===== src/rtl/jtdd_pkg.sv =====
// Shared constants for the JTDD interrupt controller.
//   AW/DW      : CPU register bus address / data widths
//   PEND..POL  : register indices decoded by jtdd_irqctl
package jtdd_pkg;

    localparam int AW = 3;
    localparam int DW = 8;

    localparam logic [AW-1:0] PEND = 3'd0; // pending, R / write-1-to-clear
    localparam logic [AW-1:0] MASK = 3'd1; // mask, R/W
    localparam logic [AW-1:0] SET  = 3'd2; // software set, W (write-1 sets pending)
    localparam logic [AW-1:0] OVF  = 3'd3; // overflow, R / write-1-to-clear
    localparam logic [AW-1:0] VEC  = 3'd4; // vector, R
    localparam logic [AW-1:0] POL  = 3'd5; // edge polarity, R/W (1 = falling)

endpackage


===== src/rtl/jtdd_irqctl_if.sv =====
// CPU register bus for jtdd_irqctl.
//   cen  : bus cycle enable, qualifies writes
//   cs   : register block select
//   wr   : write strobe
//   addr : register index
//   din  : write data
//   dout : read data (combinational from the slave)
interface jtdd_irqctl_if;
    import jtdd_pkg::*;

    logic          cen;
    logic          cs;
    logic          wr;
    logic [AW-1:0] addr;
    logic [DW-1:0] din;
    logic [DW-1:0] dout;

    modport master (output cen, cs, wr, addr, din, input  dout);
    modport slave  (input  cen, cs, wr, addr, din, output dout);

endinterface


===== src/rtl/jtdd_irqctl_ch.sv =====
// One interrupt channel: optional two-flop synchroniser, edge detector,
// pending latch and overflow latch.
//   clk, rst  : clock, asynchronous active-high reset
//   irq_in    : raw interrupt source
//   polarity  : 0 = rising edge event, 1 = falling edge event
//   sw_set    : software set strobe (already bus-qualified)
//   pend_clr  : pending W1C strobe (already bus-qualified)
//   ovf_clr   : overflow W1C strobe (already bus-qualified)
//   pending   : latched request
//   overflow  : an event arrived while pending was still set
module jtdd_irqctl_ch #(
    parameter int SYNC = 1
) (
    input  logic clk,
    input  logic rst,
    input  logic irq_in,
    input  logic polarity,
    input  logic sw_set,
    input  logic pend_clr,
    input  logic ovf_clr,
    output logic pending,
    output logic overflow
);

    logic level;
    logic hist;
    logic edge_ev;
    logic set_ev;

    generate
        if (SYNC != 0) begin : g_sync
            logic s1;
            logic s2;
            always_ff @(posedge clk or posedge rst) begin
                if (rst) begin
                    s1 <= 1'b0;
                    s2 <= 1'b0;
                end else begin
                    s1 <= irq_in;
                    s2 <= s1;
                end
            end
            assign level = s2;
        end else begin : g_bypass
            assign level = irq_in;
        end
    endgenerate

    // hist follows the level every cycle, so it is always seeded to the
    // current input: a polarity change alone can never look like an edge.
    assign edge_ev = (level != hist) && (level != polarity);
    assign set_ev  = edge_ev | sw_set;

    always_ff @(posedge clk or posedge rst) begin
        if (rst) begin
            hist     <= 1'b0;
            pending  <= 1'b0;
            overflow <= 1'b0;
        end else begin
            hist <= level;
            // A new event beats a same-cycle clear so it is never lost.
            if (set_ev)
                pending <= 1'b1;
            else if (pend_clr)
                pending <= 1'b0;
            // Overflow only when the event lands on a pending bit that is
            // not being acknowledged in this very cycle.
            if (set_ev && pending && !pend_clr)
                overflow <= 1'b1;
            else if (ovf_clr)
                overflow <= 1'b0;
        end
    end

endmodule


===== src/rtl/jtdd_irqctl.sv =====
// Interrupt controller: NCH edge-triggered channels behind a small CPU
// register file with mask, polarity, software set, overflow and vector.
//   clk, rst : clock, asynchronous active-high reset
//   irq_in   : raw interrupt sources, sampled every clk
//   bus      : CPU register bus (slave side)
//   irq_n    : active-low request per channel, ~(pending & mask)
//   any_irq  : OR of pending & mask
module jtdd_irqctl
    import jtdd_pkg::*;
#(
    parameter int         NCH      = 3,
    parameter logic [7:0] MASK_RST = 8'hFF,
    parameter int         SYNC     = 1
) (
    input  logic               clk,
    input  logic               rst,
    input  logic [NCH-1:0]     irq_in,
    jtdd_irqctl_if.slave       bus,
    output logic [NCH-1:0]     irq_n,
    output logic               any_irq
);

    logic           we;
    logic [NCH-1:0] mask;
    logic [NCH-1:0] polarity;
    logic [NCH-1:0] pending;
    logic [NCH-1:0] overflow;
    logic [NCH-1:0] active;
    logic [NCH-1:0] pend_clr;
    logic [NCH-1:0] ovf_clr;
    logic [NCH-1:0] sw_set;
    logic [DW-1:0]  pend8, mask8, ovf8, pol8;
    logic [2:0]     vec_idx;
    logic           found;
    logic [DW-1:0]  rd_data;
    logic           unused_din;

    assign we = bus.cs & bus.wr & bus.cen;

    assign pend_clr = (we && bus.addr == PEND) ? bus.din[NCH-1:0] : '0;
    assign ovf_clr  = (we && bus.addr == OVF)  ? bus.din[NCH-1:0] : '0;
    assign sw_set   = (we && bus.addr == SET)  ? bus.din[NCH-1:0] : '0;

    // Upper data bits are not backed by any register for NCH < 8.
    assign unused_din = ^bus.din;

    always_ff @(posedge clk or posedge rst) begin
        if (rst) begin
            mask     <= MASK_RST[NCH-1:0];
            polarity <= '0;
        end else if (we) begin
            case (bus.addr)
                MASK:    mask     <= bus.din[NCH-1:0];
                POL:     polarity <= bus.din[NCH-1:0];
                default: ;
            endcase
        end
    end

    generate
        for (genvar i = 0; i < NCH; i++) begin : g_ch
            jtdd_irqctl_ch #(
                .SYNC (SYNC)
            ) u_ch (
                .clk      (clk),
                .rst      (rst),
                .irq_in   (irq_in[i]),
                .polarity (polarity[i]),
                .sw_set   (sw_set[i]),
                .pend_clr (pend_clr[i]),
                .ovf_clr  (ovf_clr[i]),
                .pending  (pending[i]),
                .overflow (overflow[i])
            );
        end
    endgenerate

    assign active  = pending & mask;
    assign irq_n   = ~active;
    assign any_irq = |active;

    always_comb begin
        vec_idx = '0;
        found   = 1'b0;
        for (int unsigned i = 0; i < NCH; i++) begin
            if (active[i] && !found) begin
                vec_idx = 3'(i);
                found   = 1'b1;
            end
        end
    end

    always_comb begin
        pend8 = '0;
        mask8 = '0;
        ovf8  = '0;
        pol8  = '0;
        pend8[NCH-1:0] = pending;
        mask8[NCH-1:0] = mask;
        ovf8[NCH-1:0]  = overflow;
        pol8[NCH-1:0]  = polarity;
        case (bus.addr)
            PEND:    rd_data = pend8;
            MASK:    rd_data = mask8;
            SET:     rd_data = '0;
            OVF:     rd_data = ovf8;
            VEC:     rd_data = {any_irq, 4'b0000, vec_idx};
            POL:     rd_data = pol8;
            default: rd_data = '1;
        endcase
    end

    assign bus.dout = rd_data;

endmodule


===== src/flat_wrapper.sv =====
// flat-port wrapper written by rule: the top's interface ports become plain ports
module jtdd_irqctl_flat import jtdd_pkg::*;
#(
    parameter int         NCH      = 3,
    parameter logic [7:0] MASK_RST = 8'hFF,
    parameter int         SYNC     = 1
)
  (clk, rst, irq_in, irq_n, any_irq, bus_cen, bus_cs, bus_wr, bus_addr, bus_din, bus_dout);
  jtdd_irqctl_if bus_i ();
  input  logic clk;
  input  logic rst;
  input  logic [NCH-1:0] irq_in;
  output logic [NCH-1:0] irq_n;
  output logic any_irq;
  input wire logic [$bits(bus_i.cen)-1:0] bus_cen;
  input wire logic [$bits(bus_i.cs)-1:0] bus_cs;
  input wire logic [$bits(bus_i.wr)-1:0] bus_wr;
  input wire logic [$bits(bus_i.addr)-1:0] bus_addr;
  input wire logic [$bits(bus_i.din)-1:0] bus_din;
  output wire logic [$bits(bus_i.dout)-1:0] bus_dout;
  assign bus_i.cen = bus_cen;
  assign bus_i.cs = bus_cs;
  assign bus_i.wr = bus_wr;
  assign bus_i.addr = bus_addr;
  assign bus_i.din = bus_din;
  assign bus_dout = bus_i.dout;
  jtdd_irqctl #(.NCH(NCH), .MASK_RST(MASK_RST), .SYNC(SYNC)) u_core (.clk(clk), .rst(rst), .irq_in(irq_in), .bus(bus_i), .irq_n(irq_n), .any_irq(any_irq));
endmodule

===== config.mk =====
export PLATFORM = sky130hd
export DESIGN_NAME = jtdd_irqctl_flat
export DESIGN_NICKNAME = d
export VERILOG_FILES = /design/src/rtl/jtdd_pkg.sv /design/src/rtl/jtdd_irqctl_if.sv /design/src/rtl/jtdd_irqctl_ch.sv /design/src/rtl/jtdd_irqctl.sv /design/src/flat_wrapper.sv
export SDC_FILE = /design/constraint.sdc
export NUM_CORES = 1
export LEC_CHECK = 0
export ABC_AREA = 1
export BUFFER_PORTS_ARGS = -buffer_cell sky130_fd_sc_hd__buf_2
export CORE_MARGIN = 5
export CORE_UTILIZATION = 54
export CTS_BUF_LIST = sky130_fd_sc_hd__clkbuf_16
export DETAILED_ROUTE_END_ITERATION = 10
export PLACE_DENSITY = 0.87
export SYNTH_ARGS = -nofsm -noshare
export SYNTH_HDL_FRONTEND = slang
export SYNTH_SLANG_ARGS = --single-unit

===== constraint.sdc =====
create_clock -name clk -period 1.6 [get_ports clk]
set_input_delay 0.08 -clock clk [delete_from_list [all_inputs] [get_ports clk]]
set_output_delay 0.08 -clock clk [all_outputs]
set_load 0.05 [all_outputs]

==> metrics, run 1 <==
status=finished, final reports clean; die height=54.35 microns; final-report setup violation count=0; Tightest Hold Check Type=in -> reg; part of the power in registers=40.2%; Diodes inserted=0; critical path data arrival time=1.42 ns; sinks on the clock net=21; maximum number of pins on one net before global-route repair=22; static leakage power=0.6791 nW; Vias=963; Clock Skews=0.001594 ns; Inserted Clock Buffers=3; final-layout worst hold slack=0.08854 ns; area of the mapped netlist=0.001062 sq mm; final cell count without fillers=195; total global-route track usage=18.80%; worst slack at placement=0.2955 ns; width of the die=54.35 microns; sequential-to-total area share from yosys stat=49.82%; remaining max-slew budget at the tightest pin=79.91%; Filler Cell Count=168; total half-perimeter wirelength after legalization and detailed placement=1778 microns; Area contributors post-synth=sky130_fd_sc_hd__dfrtp_1 (42%), sky130_fd_sc_hd__nand2_1 (17%), sky130_fd_sc_hd__dfstp_2 (7.4%), sky130_fd_sc_hd__nor2_1 (4.6%), sky130_fd_sc_hd__o21ai_1 (4.2%); Top Ports=31; layout cells sized above 1=27.98%; flip-flop and latch count after synthesis=21; number of antenna violations at the first check in global routing=0; Max-Cap Viols=0; Data required, critical path=1.52 ns; maximum buffer depth of the clock tree=2; Starting Density=55.27%; core region area=0.001922 sq mm; global-route wire length before repair=3898 microns; Port Buffer Count=25; count of TritonRoute iterations in the first routing pass=4; Power, Total=1.552 mW; Switching Share=33.00%; worst vdd ir=0.0008154 V; area growth from synthesis to final layout=27.21%; net count after synthesis=156; wirelength, routed=2323 microns; Syn. warnings=0; Clk pin slew, worst setup/hold paths=0.05 ns; shortest clock period the worst path allows after layout=1.500 ns; sequential cell area in the final layout=529.3 sq um; routability congestion estimate from global placement=0.8478; number of DRC markers in iteration 0=16; cell accounting for the most synthesized area=sky130_fd_sc_hd__dfrtp_1; num rows=16; total gr overflow=0; remaining routing DRC violations=0; transition time of the tightest slew-check pin=0.3013 ns; TritonCTS clock tree=yes; area of combinational cells with multiple inputs=471.7 sq um; internal power=1.040 mW; Final Worst Setup Slack=0.1001 ns; Crit. End Element=primary output; distinct cell type count of the synthesized netlist=19; Final ANT Viol Nets=0; fraction of synthesized cell area taken by the top area cell type=42.40%; power per cell area=1148 mW/mm^2; nets=188; TNS Setup=0 ns; via density per instance=4.938; NetSw=0.5121 mW; portion of the clock cycle consumed by the worst path in the final layout=93.75%; final count of hold timing violations=0; part of the power in combinational logic=26.4%; leading cell type in the layout, fill and taps excluded=sky130_fd_sc_hd__nand2_1; crit path launch type=flip-flop; number of placed cells counting well taps=187; worst-case reg-to-reg path depth=6; number of H-tree levels=1; share of total power in the clock network=33.3%; root cell of the clock tree=sky130_fd_sc_hd__clkbuf_16; Hold Path Cell Cnt=3; commonest cells after routing, fill and taps aside=sky130_fd_sc_hd__nand2_1 (47), sky130_fd_sc_hd__buf_2 (22), sky130_fd_sc_hd__dfrtp_1 (18); highest attainable clock frequency=666.7 MHz; Worst Path Max Fanout=4; average detailed-routed wire length per instance=11.91 microns; latest clock arrival within the worst-skew pair=0.25 ns; number of global-route vias before repair=897; cell count after synthesis=137; kind of critical path=reg -> out; total die area=0.002954 sq mm; number of slew-limit violations in the final report=0; Mapped Avg Cell Area=7.754 sq um
[routing by layer]
metal / track usage (%) / wire, microns / vias to the layer above / part of all wire (%)
met4: 10.79 / 61 / 0 / 2.6
met5: 0 / 0 / - / 0
met3: 2.725 / 105 / 7 / 4.5
met2: 30.48 / 1158 / 25 / 50
met1: 23.82 / 998 / 438 / 43
li1: - / - / 493 / -
[power groups by stage]
stage | Combinational (mW) | Sequential [mW] | Clock, mW
after global placement | 0.385 | 0.630 | 0
after floorplan | 0.309 | 0.625 | 0
after detailed placement | 0.397 | 0.633 | 0
after CTS | 0.406 | 0.624 | 0.531
final | 0.410 | 0.624 | 0.517
after global routing | 0.448 | 0.630 | 0.564
[path summary, 6_finish.rpt]
path | start | endpoint | slack, ns
max | u_core.mask[1]$_DFFE_PP1P_ | bus_dout[0] | 0.10
min | bus_din[1] | u_core.mask[1]$_DFFE_PP1P_ | 0.09
max reg2reg | u_core.polarity[1]$_DFFE_PP0P_ | u_core.g_ch[1].u_ch.overflow$_DFFE_PP0P_ | 0.63
min reg2reg | u_core.g_ch[2].u_ch.g_sync.s1$_DFF_PP0_ | u_core.g_ch[2].u_ch.g_sync.s2$_DFF_PP0_ | 0.35
max in group asynchronous | rst | u_core.mask[0]$_DFFE_PP1P_ | 0.94
min in group asynchronous | rst | u_core.g_ch[0].u_ch.pending$_DFFE_PP0P_ | 0.40
[cell families after synthesis]
logic type | count (synthesis) | synth area share, %
buffers and inverters | 17 | 7.067
AND/OR/NAND/NOR | 79 | 33.69
AO/OA/AOI/OAI | 20 | 9.422
flip-flops | 21 | 49.82
[synth_stat cells, drive strengths merged]
cell type  instances
a21oi              7
o21ai             13
dfrtp             18
nor3b              1
dfstp              3
inv               14
nand3              7
nor2              18
nand4              1
nor3               2
nand2             50
buf                3
[flip-flops by register name (all words and copies together), names as in the netlist]
register	flops
u_core.g_ch.u_ch.overflow	3
u_core.g_ch.u_ch.hist	3
u_core.g_ch.u_ch.g_sync.s1	3
u_core.polarity	3
u_core.mask	3
u_core.g_ch.u_ch.g_sync.s2	3
u_core.g_ch.u_ch.pending	3
[area by class of cell]
class / count / share of cell area, %
multi-input cells: 99 / 34.91
well taps: 27 / 2.500
clock inverters: 1 / 0.3704
inverters: 14 / 3.889
clock buffers: 3 / 5.556
flip-flops and latches: 21 / 39.17
repair buffers: 30 / 13.61
[critical path, stage by stage (launching register included)]
cell                      delay (ns)
sky130_fd_sc_hd__dfstp_2        0.54
sky130_fd_sc_hd__nand2_1        0.10
sky130_fd_sc_hd__nor3b_1        0.21
sky130_fd_sc_hd__nor2_1         0.08
sky130_fd_sc_hd__nand2_2        0.06
sky130_fd_sc_hd__buf_4          0.19
[per-stage QoR]
step	utilization, %	instance area, sq um
detailed placement	63.48	1220
global route	70.31	1351
CTS	69.73	1340
global placement	63.48	1220
floorplan	-	1076
finish	70.31	1351
[timing repair]
item	CTS	global route
endpoints found under the hold margin	21	0
setup buffers	0	0
setup endpoints to repair	0	3
hold buffers	4	0
gates resized for setup	0	6
(Power assumes the default switching activity.)
==> run 2: changes to the inputs <==
CORE_MARGIN = 10   (was 5)
==> run 2 against run 1 <==
  * Utilization is 4.3 points higher
  * Total power decreased by 0.63%
  * Critical path depth unchanged
  * First-iteration DRC count rose by 88%
  * Cell count down 1.0%
  * Setup slack got worse by 0.023 ns
  * Cell area is 0.56% lower
  * Largest power group unchanged
==> metrics, run 2 (synthesis gave the netlist of run 1 again) <==
status=finished, final reports clean (unchanged); root cell of the clock tree=sky130_fd_sc_hd__clkbuf_16 (unchanged); maximum number of pins on one net before global-route repair=22 (unchanged); CP Launch Point=u_core.mask[1]$_DFFE_PP1P_ (unchanged); count of TritonRoute iterations in the first routing pass=4 (unchanged); global-route met3 utilization=4.530% (was 2.725%); Final ANT Viol Nets=0 (unchanged); latest clock arrival within the worst-skew pair=0.25 ns (about the same); width of the die=64.35 microns (was 54.35 microns); Top Ports=31 (unchanged); total half-perimeter wirelength after legalization and detailed placement=1906 microns (was 1778 microns); unrepaired setup endpoints after global routing=false; launch instance of the worst min-delay path=bus_din[1] (unchanged); Clk pin slew, worst setup/hold paths=0.06 ns (was 0.05 ns); Inserted Clock Buffers=3 (unchanged); wirelength, routed=2575 microns (was 2323 microns); commonest cells after routing, fill and taps aside=sky130_fd_sc_hd__nand2_1 (47), sky130_fd_sc_hd__buf_2 (22), sky130_fd_sc_hd__dfrtp_1 (18) (unchanged); core region area=0.001802 sq mm (was 0.001922 sq mm); final count of hold timing violations=0 (unchanged); die height=64.35 microns (was 54.35 microns); worst slack at placement=0.3083 ns (was 0.2955 ns); critical path data arrival time=1.44 ns (was 1.42 ns); number of DRC markers in iteration 0=30 (was 16); routability congestion estimate from global placement=0.8494 (was 0.8478); peak-usage layer in the global routing report=met2 (unchanged); delay of the slowest cell on the worst path=0.54 ns (about the same); Starting Density=58.96% (was 55.27%); remaining routing DRC violations=0 (unchanged); # Post-CTS Setup Buffers=0 (unchanged); kind of critical path=reg -> out (unchanged); source of the worst register-to-register timing path=u_core.polarity[1]$_DFFE_PP0P_ (unchanged); total die area=0.004141 sq mm (was 0.002954 sq mm); number of H-tree levels=1 (unchanged); highest attainable clock frequency=656.5 MHz (was 666.7 MHz); number of global-route vias before repair=1,075 (was 897); average detailed-routed wire length per instance=13.34 microns (was 11.91 microns); Data required, critical path=1.52 ns (about the same); met2 track utilization from global routing=23.28% (was 30.48%); Diodes inserted=0 (unchanged); nets=188 (unchanged); transition time of the tightest slew-check pin=0.3059 ns (was 0.3013 ns); total global-route track usage=12.97% (was 18.80%); remaining max-slew budget at the tightest pin=79.58% (was 79.91%); sinks on the clock net=21 (unchanged); static leakage power=0.6791 nW (about the same); cell breakdown of the critical path=nand2_1, nor3b_1, nor2_1, nand2_2, clkbuf_4 (was nand2_1, nor3b_1, nor2_1, nand2_2, buf_4); crit path launch type=flip-flop (unchanged); final standard cell utilization of the core=74.58% (was 70.31%); total gr overflow=0 (unchanged); number of slew-limit violations in the final report=0 (unchanged); final-layout worst hold slack=0.09458 ns (was 0.08854 ns); TritonCTS clock tree=yes (unchanged); Worst Path Max Fanout=4 (unchanged); via density per instance=5.161 (was 4.938); total cell area at the placement stage=0.001217 sq mm (was 0.001220 sq mm); global-route wire length before repair=4409 microns (was 3898 microns); Port Buffer Count=25 (unchanged); area growth from synthesis to final layout=26.50% (was 27.21%); TNS Setup=0 ns (unchanged); Clock Skews=0.004246 ns (was 0.001594 ns); maximum buffer depth of the clock tree=2 (unchanged); post-route cell area=0.001344 sq mm (was 0.001351 sq mm); shortest clock period the worst path allows after layout=1.523 ns (was 1.500 ns); worst vdd ir=0.0009056 V (was 0.0008154 V); number of antenna violations at the first check in global routing=0 (unchanged); Max stage delay cell, worst path=sky130_fd_sc_hd__dfstp_2 (unchanged); global routing usage on met1=12.53% (was 23.82%); power per cell area=1148 mW/mm^2 (about the same); Tightest Hold Check Type=in -> reg (unchanged); portion of the clock cycle consumed by the worst path in the final layout=95.20% (was 93.75%); layout cells sized above 1=27.38% (was 27.98%); Vias=996 (was 963); Final Worst Setup Slack=0.07674 ns (was 0.1001 ns); num rows=15 (was 16); reg-to-reg slack, setup=0.61 ns (was 0.63 ns); Crit. End Element=primary output (unchanged); Max-Cap Viols=0 (unchanged); final-report setup violation count=0 (unchanged); leading cell type in the layout, fill and taps excluded=sky130_fd_sc_hd__nand2_1 (unchanged)
-- run 2: cell count changes in the layout (fill, tap and decap cells not counted), sizes merged --
cell,before,now
buf,25,24
clkbuf,4,5
clkinv,1,0
inv,14,15
-- run 2: path summary, 6_finish.rpt --
check,depth (start not counted),endpoint
worst max-delay path,5,bus_dout[0]
worst min-delay path,3,u_core.mask[1]$_DFFE_PP1P_
worst max register to register,6,u_core.g_ch[1].u_ch.overflow$_DFFE_PP0P_
worst min register to register,0,u_core.g_ch[0].u_ch.g_sync.s2$_DFF_PP0_
max in group asynchronous,4,u_core.mask[2]$_DFFE_PP1P_
min in group asynchronous,4,u_core.g_ch[1].u_ch.g_sync.s2$_DFF_PP0_
-- run 2: final cells by class --
class / count / area, sq um
repair buffers: 30 / 180.2
flip-flops and latches: 21 / 529.3
fillers: 136 / 457.9
well taps: 25 / 31.28
clock buffers: 3 / 75.07
clock inverters: 1 / 3.754
inverters: 14 / 52.55
multi-input cells: 99 / 471.7
-- run 2: routing by layer --
layer  up-vias  part of all wire, %  routed length [microns]
met5         -                    0                        0
met4         0                  2.9                       74
met3        10                  7.6                      195
met2        34                   51                     1315
met1       457                   38                      990
li1        495                    -                        -
-- run 2: per-stage QoR --
step                power, mW  std cells
floorplan              0.9344        137
global placement        1.018        185
detailed placement      1.031        185
CTS                     1.551        193
global route            1.619        193
finish                  1.542        193
-- run 2: critical path, delay by kind of cell (launching register included) --
family / cells / cell delay [ns]
DFF: 1 / 0.54
and+or+nand+nor: 4 / 0.43
buffers and inverters: 1 / 0.22
-- run 2: timing repair --
| action | in CTS | in global routing |
|---|---|---|
| hold buffers | 4 | 0 |
| gates resized for setup | 0 | 4 |
| hold endpoints to repair | 21 | 0 |
| setup endpoints to repair | 0 | 3 |
-- run 2: power breakdown --
group	leakage, nW	switching (mW)	internal, mW
sequential	0.223	0.0360	0.591
clock	0.0423	0.174	0.332
combinational	0.413	0.297	0.112
